File: src/rtl/audio_smoother.sv
// Stereo moving-average filter: averages the last 2^LOG2_TAPS samples per channel
// using a ring buffer and running sum, with a registered pass-through bypass.
module audio_smoother #(
    parameter int LOG2_TAPS = 3
) (
    input  logic               clk,
    input  logic               reset,
    input  logic               enable,
    input  logic               new_audio_in,
    input  logic signed [31:0] l_audio_in,
    input  logic signed [31:0] r_audio_in,
    output logic signed [31:0] l_audio_out,
    output logic signed [31:0] r_audio_out,
    output logic               audio_out_valid,
    output logic               primed
);

    localparam int TAPS = 1 << LOG2_TAPS;
    localparam int SW   = 32 + LOG2_TAPS;
    localparam logic [LOG2_TAPS-1:0] LAST = LOG2_TAPS'(TAPS - 1);

    typedef enum logic {FILL, RUN} state_t;

    state_t                 state;
    logic [LOG2_TAPS-1:0]   count;
    logic [LOG2_TAPS-1:0]   wr_ptr;
    logic signed [31:0]     l_buf [TAPS];
    logic signed [31:0]     r_buf [TAPS];
    logic signed [SW-1:0]   l_sum, r_sum;
    logic signed [SW-1:0]   l_sum_next, r_sum_next;
    logic signed [31:0]     l_avg, r_avg;

    function automatic logic signed [SW-1:0] sext(input logic signed [31:0] x);
        return {{LOG2_TAPS{x[31]}}, x};
    endfunction

    // Selecting bits above the low LOG2_TAPS is the arithmetic shift (floor toward -inf).
    always_comb begin
        l_sum_next = l_sum + sext(l_audio_in) - sext(l_buf[wr_ptr]);
        r_sum_next = r_sum + sext(r_audio_in) - sext(r_buf[wr_ptr]);
        l_avg      = l_sum_next[LOG2_TAPS +: 32];
        r_avg      = r_sum_next[LOG2_TAPS +: 32];
    end

    always_ff @(posedge clk or posedge reset) begin
        if (reset) begin
            for (int i = 0; i < TAPS; i++) begin
                l_buf[i] <= '0;
                r_buf[i] <= '0;
            end
            l_sum           <= '0;
            r_sum           <= '0;
            wr_ptr          <= '0;
            count           <= '0;
            state           <= FILL;
            l_audio_out     <= '0;
            r_audio_out     <= '0;
            audio_out_valid <= 1'b0;
        end else begin
            audio_out_valid <= new_audio_in;
            if (new_audio_in) begin
                l_buf[wr_ptr] <= l_audio_in;
                r_buf[wr_ptr] <= r_audio_in;
                l_sum         <= l_sum_next;
                r_sum         <= r_sum_next;
                wr_ptr        <= wr_ptr + 1'b1;
                l_audio_out   <= enable ? l_avg : l_audio_in;
                r_audio_out   <= enable ? r_avg : r_audio_in;
                // History fills regardless of enable, so RUN is reached on sample count alone.
                case (state)
                    FILL: begin
                        if (count == LAST) state <= RUN;
                        else               count <= count + 1'b1;
                    end
                    RUN: ;
                    default: state <= FILL;
                endcase
            end
        end
    end

    assign primed = (state == RUN);

endmodule

File: config.mk
export PLATFORM = sky130hd
export DESIGN_NAME = audio_smoother
export DESIGN_NICKNAME = d
export VERILOG_FILES = /design/src/rtl/audio_smoother.sv
export SDC_FILE = /design/constraint.sdc
export NUM_CORES = 2
export LEC_CHECK = 0
export ABC_CLOCK_PERIOD_IN_PS = 40300
export CAP_MARGIN = 20
export CELL_PAD_IN_SITES_DETAIL_PLACEMENT = 0
export CELL_PAD_IN_SITES_GLOBAL_PLACEMENT = 2
export CORE_ASPECT_RATIO = 1.1
export CORE_MARGIN = 1
export CORE_UTILIZATION = 45
export CTS_CLUSTER_DIAMETER = 150
export DETAILED_ROUTE_END_ITERATION = 7
export HOLD_SLACK_MARGIN = 0.15
export PLACE_DENSITY_LB_ADDON = 0.1
export SYNTH_ARGS = -nofsm -noshare
export SYNTH_HDL_FRONTEND = slang
export SYNTH_SLANG_ARGS = --single-unit
File: constraint.sdc
create_clock -name clk -period 40.3 [get_ports clk]
set_input_delay 8.06 -clock clk [delete_from_list [all_inputs] [get_ports clk]]
set_output_delay 8.06 -clock clk [all_outputs]
set_load 0.02 [all_outputs]
Word-level counts from Yosys, hierarchy flattened

Cells that the tools add are included.

Flip-flop bits (word level): 654
Bits of input ports: 68
Output and inout bits: 66
Word-level logic and storage cells: 52

Add/sub/neg operators: 6
$lt $le $gt $ge: 2
Equal/unequal tests: 1
Muxes and demuxes: 14
Bitwise gates (word level): 3
Reduce and logical (&&, ||, !) cells: 2

Operator list:

| operator                                                              | number |
|---|---|
| 256-bit bitwise mux                                                   | 2 |
| 32-bit 2-to-1 mux                                                     | 7 |
| 32-bit binary-select mux with 3-bit select                            | 2 |
| 32-bit demux with 3-bit select                                        | 1 |
| 35-bit by 32-bit adder with 35-bit output                             | 2 |
| 35-bit by 32-bit subtractor with 35-bit output                        | 2 |
| 3-bit by 1-bit adder with 3-bit output (second input constant)        | 2 |
| 4-bit >= comparator (second input constant)                           | 1 |
| 4-bit by 1-bit < comparator with 1-bit output (second input constant) | 1 |
| 3-bit NOT with 4-bit output                                           | 1 |
| 3-bit == test (second input constant)                                 | 1 |
| 3-bit AND reduction                                                   | 1 |
| 1-bit 2-to-1 mux                                                      | 2 |
| 1-bit NOT                                                             | 2 |
| 1-bit logical AND                                                     | 1 |

Depth between registers and ports, before layout

Word-level depth: 6
Depth in mapped cells: 18
Mapped depth without buffers: 15

Worst setup path before layout

Ideal clock, no wire load.

Kind: in2reg
Start point: input port r_audio_in[1]
End point: register r_audio_out[27]
Library setup time: 0.104 ns
Arrival: 10.796 ns
Path slack: 29.400 ns
Stages on the path: 13
Path buffers: 0
Path through: inv_1 fa_1 inv_1 fa_1 a21oi_2 o211ai_1 a21oi_2 a21oi_2 o31ai_2 o31ai_4 a211oi_2 mux2_1 o311ai_1

Longest elaborated chain between the ends: 3

Ends and longest elaborated chain:

| element                                        | RTL line | text |
|---|---|---|
| from (decl)                                    | 11       | `input logic signed [31:0] r_audio_in,` |
| 35-bit by 32-bit adder with 35-bit output      | 40       | `r_sum_next = r_sum + sext(r_audio_in) - sext(r_buf[wr_ptr]);` |
| 35-bit by 32-bit subtractor with 35-bit output | 40       |  |
| 32-bit 2-to-1 mux                              | 68       | `r_audio_out <= enable ? r_avg : r_audio_in;` |
| to (signal assigned)                           | 68       |  |
| to (decl)                                      | 13       | `output logic signed [31:0] r_audio_out,` |

Every way passes these cells.
A chain may end at the register's enable or synchronous reset.

Final worst setup path

Same ends and word-level chain as after synthesis.

==> impl_metrics.py <==
metrics = {
    "timing": {
        "final_hold_viol_count": 0,
        "rsz0062_at_grt": "false",
        "worst_slew_pin_slew_ps": 1040,
        "worst_slack_ps": 28870,
        "final.period_utilization_pct": 28.4,
        "setup_viol": 0,
        "tns_ps": 0,
        "skew_ps": 24.0,
        "max_slew_margin_pct": 30.4,
        "fmax_ghz": 0.0875,
        "fin_crit_ps": 11430,
        "drv_slew": 0,
    },
    "setup_path": {
        "critPathMaxFanout": 6,
        "cp.buffers_inverters": 3,
        "cp-end-kind": "flip-flop",
        "crit_top_cell": "a21oi_2",
        "worst_ep_required_time_ps": 40810,
        "cp_slowest_cell": "clkdlybuf4s50_1",
        "critical_path_class": "in2reg",
        "critical-path-top-delay-family": "compound AO/OA/AOI/OAI gates",
        "crit_chain": "clkdlybuf4s50_1, inv_1, fa_1, inv_1, fa_1, a21oi_2, o211ai_1, a21oi_2, a21oi_2, o31ai_2, o31ai_4, a211oi_2, mux2_1, o311ai_1",
        "max_stage_delay_ps": 570,
        "crit_arrival_ps": 11930,
        "startpoint_type": "input port",
    },
    "logic_synthesis": {
        "synth_flop_cell": "dfrtp_1",
        "ys_ff_latch": 654,
        "ys_async_sr_fraction_pct": 100,
        "synth_top_area_share_pct": 48.2,
        "ys_warn_count": 0,
        "yosysMostFrequentCell": "dfrtp_1",
        "synth_area_leaders": "dfrtp_1 48%, mux2_2 12%, mux4_2 8.5%",
        "synthesis.nets": 3166,
        "yosysTopAreaCell": "dfrtp_1",
        "synth-seq-area-share_pct": 48.2,
        "synth.avg_cell_area_um2": 11.5,
        "synthCells": 2955,
        "synth_cell_type_count": 69,
        "synthesis.area_um2": 33900,
        "synth-edff-count": 0,
        "synth_common_cells": "654 x dfrtp_1, 348 x mux2_2, 329 x nand2_1, 306 x o21ai_0, 268 x inv_1",
    },
    "global_routing": {
        "grt_max_degree": 176,
        "gr-total-overflow": 0,
        "grtUsageTotal_pct": 23.3,
        "antenna_found_initial": 2,
        "grt_first_pass_wirelength_mm": 141,
        "grt_pass1_vias": 24200,
    },
    "routing": {
        "drc": 0,
        "ant_nets": 0,
        "wl_per_cell_um": 21.4,
        "vias": 22400,
        "firstDrtPassIters": 5,
        "drt_wl_total_mm": 86.3,
        "viasPerCell": 5.54,
        "drt_iter0_drc": 1189,
    },
    "place": {
        "hpwl_mm": 55.6,
        "port_buffers": 133,
        "pre_cts_ws_ps": 28200,
        "gp_congestion": 0.855,
        "place_area_um2": 36100,
    },
    "floorplanning": {
        "row_count": 105,
        "initial_utilization_pct": 45.5,
        "io_pins": 134,
        "dieArea_um2": 76500,
        "die_w_um": 264,
        "core_um2": 74600,
        "dieHeight_um": 290,
    },
    "clock_network": {
        "post_cts_buffers": 0,
        "cts_buffers": 73,
        "htreeDepth": 3,
        "clock_latency_ps": 600,
        "cts_tree": "done",
        "post_cts_resized": 0,
        "clockBufferDepth": 3,
        "clk_pin_slew_ps": 60,
        "cts_root_buf": "clkbuf_16",
        "cts_hold_buf": 0,
        "clock-sinks": 654,
    },
    "finish": {
        "fin_area_um2": 38700,
        "fin_util_pct": 51.8,
        "fin_nets": 3237,
        "syn2layout_area_growth_pct": 13.9,
        "drive_above_1_share_pct": 21.4,
        "insertedDiodeCount": 0,
    },
    "hold_path": {
        "hold_class": "reg2reg",
    },
    "run_status": {
        "status": "finished clean",
    },
    "job": {
        "maxCapViolations": 0,
    },
}
path summary, 6_finish.rpt:
| kind | from | end | slack, ps | depth (start not counted) |
|---|---|---|---|---|
| worst max register to register | wr_ptr[0]$_DFFE_PP0P_ | r_audio_out[27]$_DFFE_PP0P_ | 34510 | 16 |
| worst min register to register | r_buf[18]$_DFFE_PP0P_ | r_buf[18]$_DFFE_PP0P_ | 470 | 2 |
| min in group asynchronous | reset | l_audio_out[10]$_DFFE_PP0P_ | 7980 | 2 |
| worst min-delay path | r_buf[18]$_DFFE_PP0P_ | r_buf[18]$_DFFE_PP0P_ | 470 | 2 |
| worst max-delay path | r_audio_in[1] | r_audio_out[27]$_DFFE_PP0P_ | 28870 | 14 |
| max in group asynchronous | reset | r_buf[184]$_DFFE_PP0P_ | 29470 | 6 |
cells by family after synthesis:
kind of cell	count (synthesis)	synth area share (%)
simple gates	519	6.41
flops	654	48.2
fa+ha+maj	143	6.78
mux	532	21.7
buf+inv	444	4.96
xor+xnor	67	1.73
compound gates	596	10.2
final cells by class:
| type | instances | area (um^2) |
|---|---|---|
| fillers | 6637 | 36000 |
| multi-input cells | 1857 | 15900 |
| flip-flops and latches | 654 | 16400 |
| clock buffers | 109 | 2220 |
| repair buffers | 171 | 1700 |
| inverters | 269 | 1020 |
| clock inverters | 19 | 233 |
| well taps | 963 | 1200 |
per-layer routing:
metal  vias to the layer above  GRT usage [%]  wire length, um
met5                         -              0               26
met4                         4           5.57             1540
met3                       112           2.93             2930
met2                       341           40.0            43100
met1                     11600           31.4            38800
li1                      10400              -                -
layout by cell type, fill, tap and decap left out, drive strengths merged, types with 4 or more instances in the layout:
master         synthesis  final
or3                    5      5
o21ai                318    318
nor2b                  7      7
bufinv                 0      5
ha                    75     75
a211oi                 9      9
a31oi                 11     11
o211ai                 7      7
inv                  268    271
fa                    68     68
a221o                  4      4
nand2                329    329
a21oi                134    134
o311ai                 6      6
a21boi                 4      4
mux2                 350    350
o31ai                  5      5
nand3                 23     23
o21bai                 7      7
xnor2                 45     45
xor2                  22     22
dfrtp                654    654
clkdlybuf4s50          0    131
a211o                  6      6
mux2i                 54     54
nand4                 15     15
buf                   45     40
o21a                  12     12
nor2                  96     96
and3                   7      7
a21o                  53     53
nor3                  17     17
clkbuf               130    109
clkinv                 1     10
mux4                 128    128
o2111ai                5      5
sequential cells by signal, indices dropped and copies added (netlist names):
signal           cells
wr_ptr               3
audio_out_valid      1
l_audio_out         32
l_sum               35
primed               1
count                3
r_audio_out         32
r_sum               35
r_buf              256
l_buf              256
per-stage QoR:
stage | hold WS (ps) | std cells
finish | 474 | 4042
global route | 500 | 4042
CTS | 477 | 4039
detailed placement | 464 | 3911
global placement | 456 | 3911
floorplan | 445 | 2955
worst register-to-register path: cells and delay by family (launching register included):
kind                       cells  cell delay [ps]
AOI/OAI and AO/OA              8             1780
adders and majority gates      3              960
buffers and inverters          2              770
DFF                            1              890
muxes                          3             1300
Power is left out: the tool's default activity adds up to more than one toggle a clock period on the data nets, which glitch-free logic cannot reach.
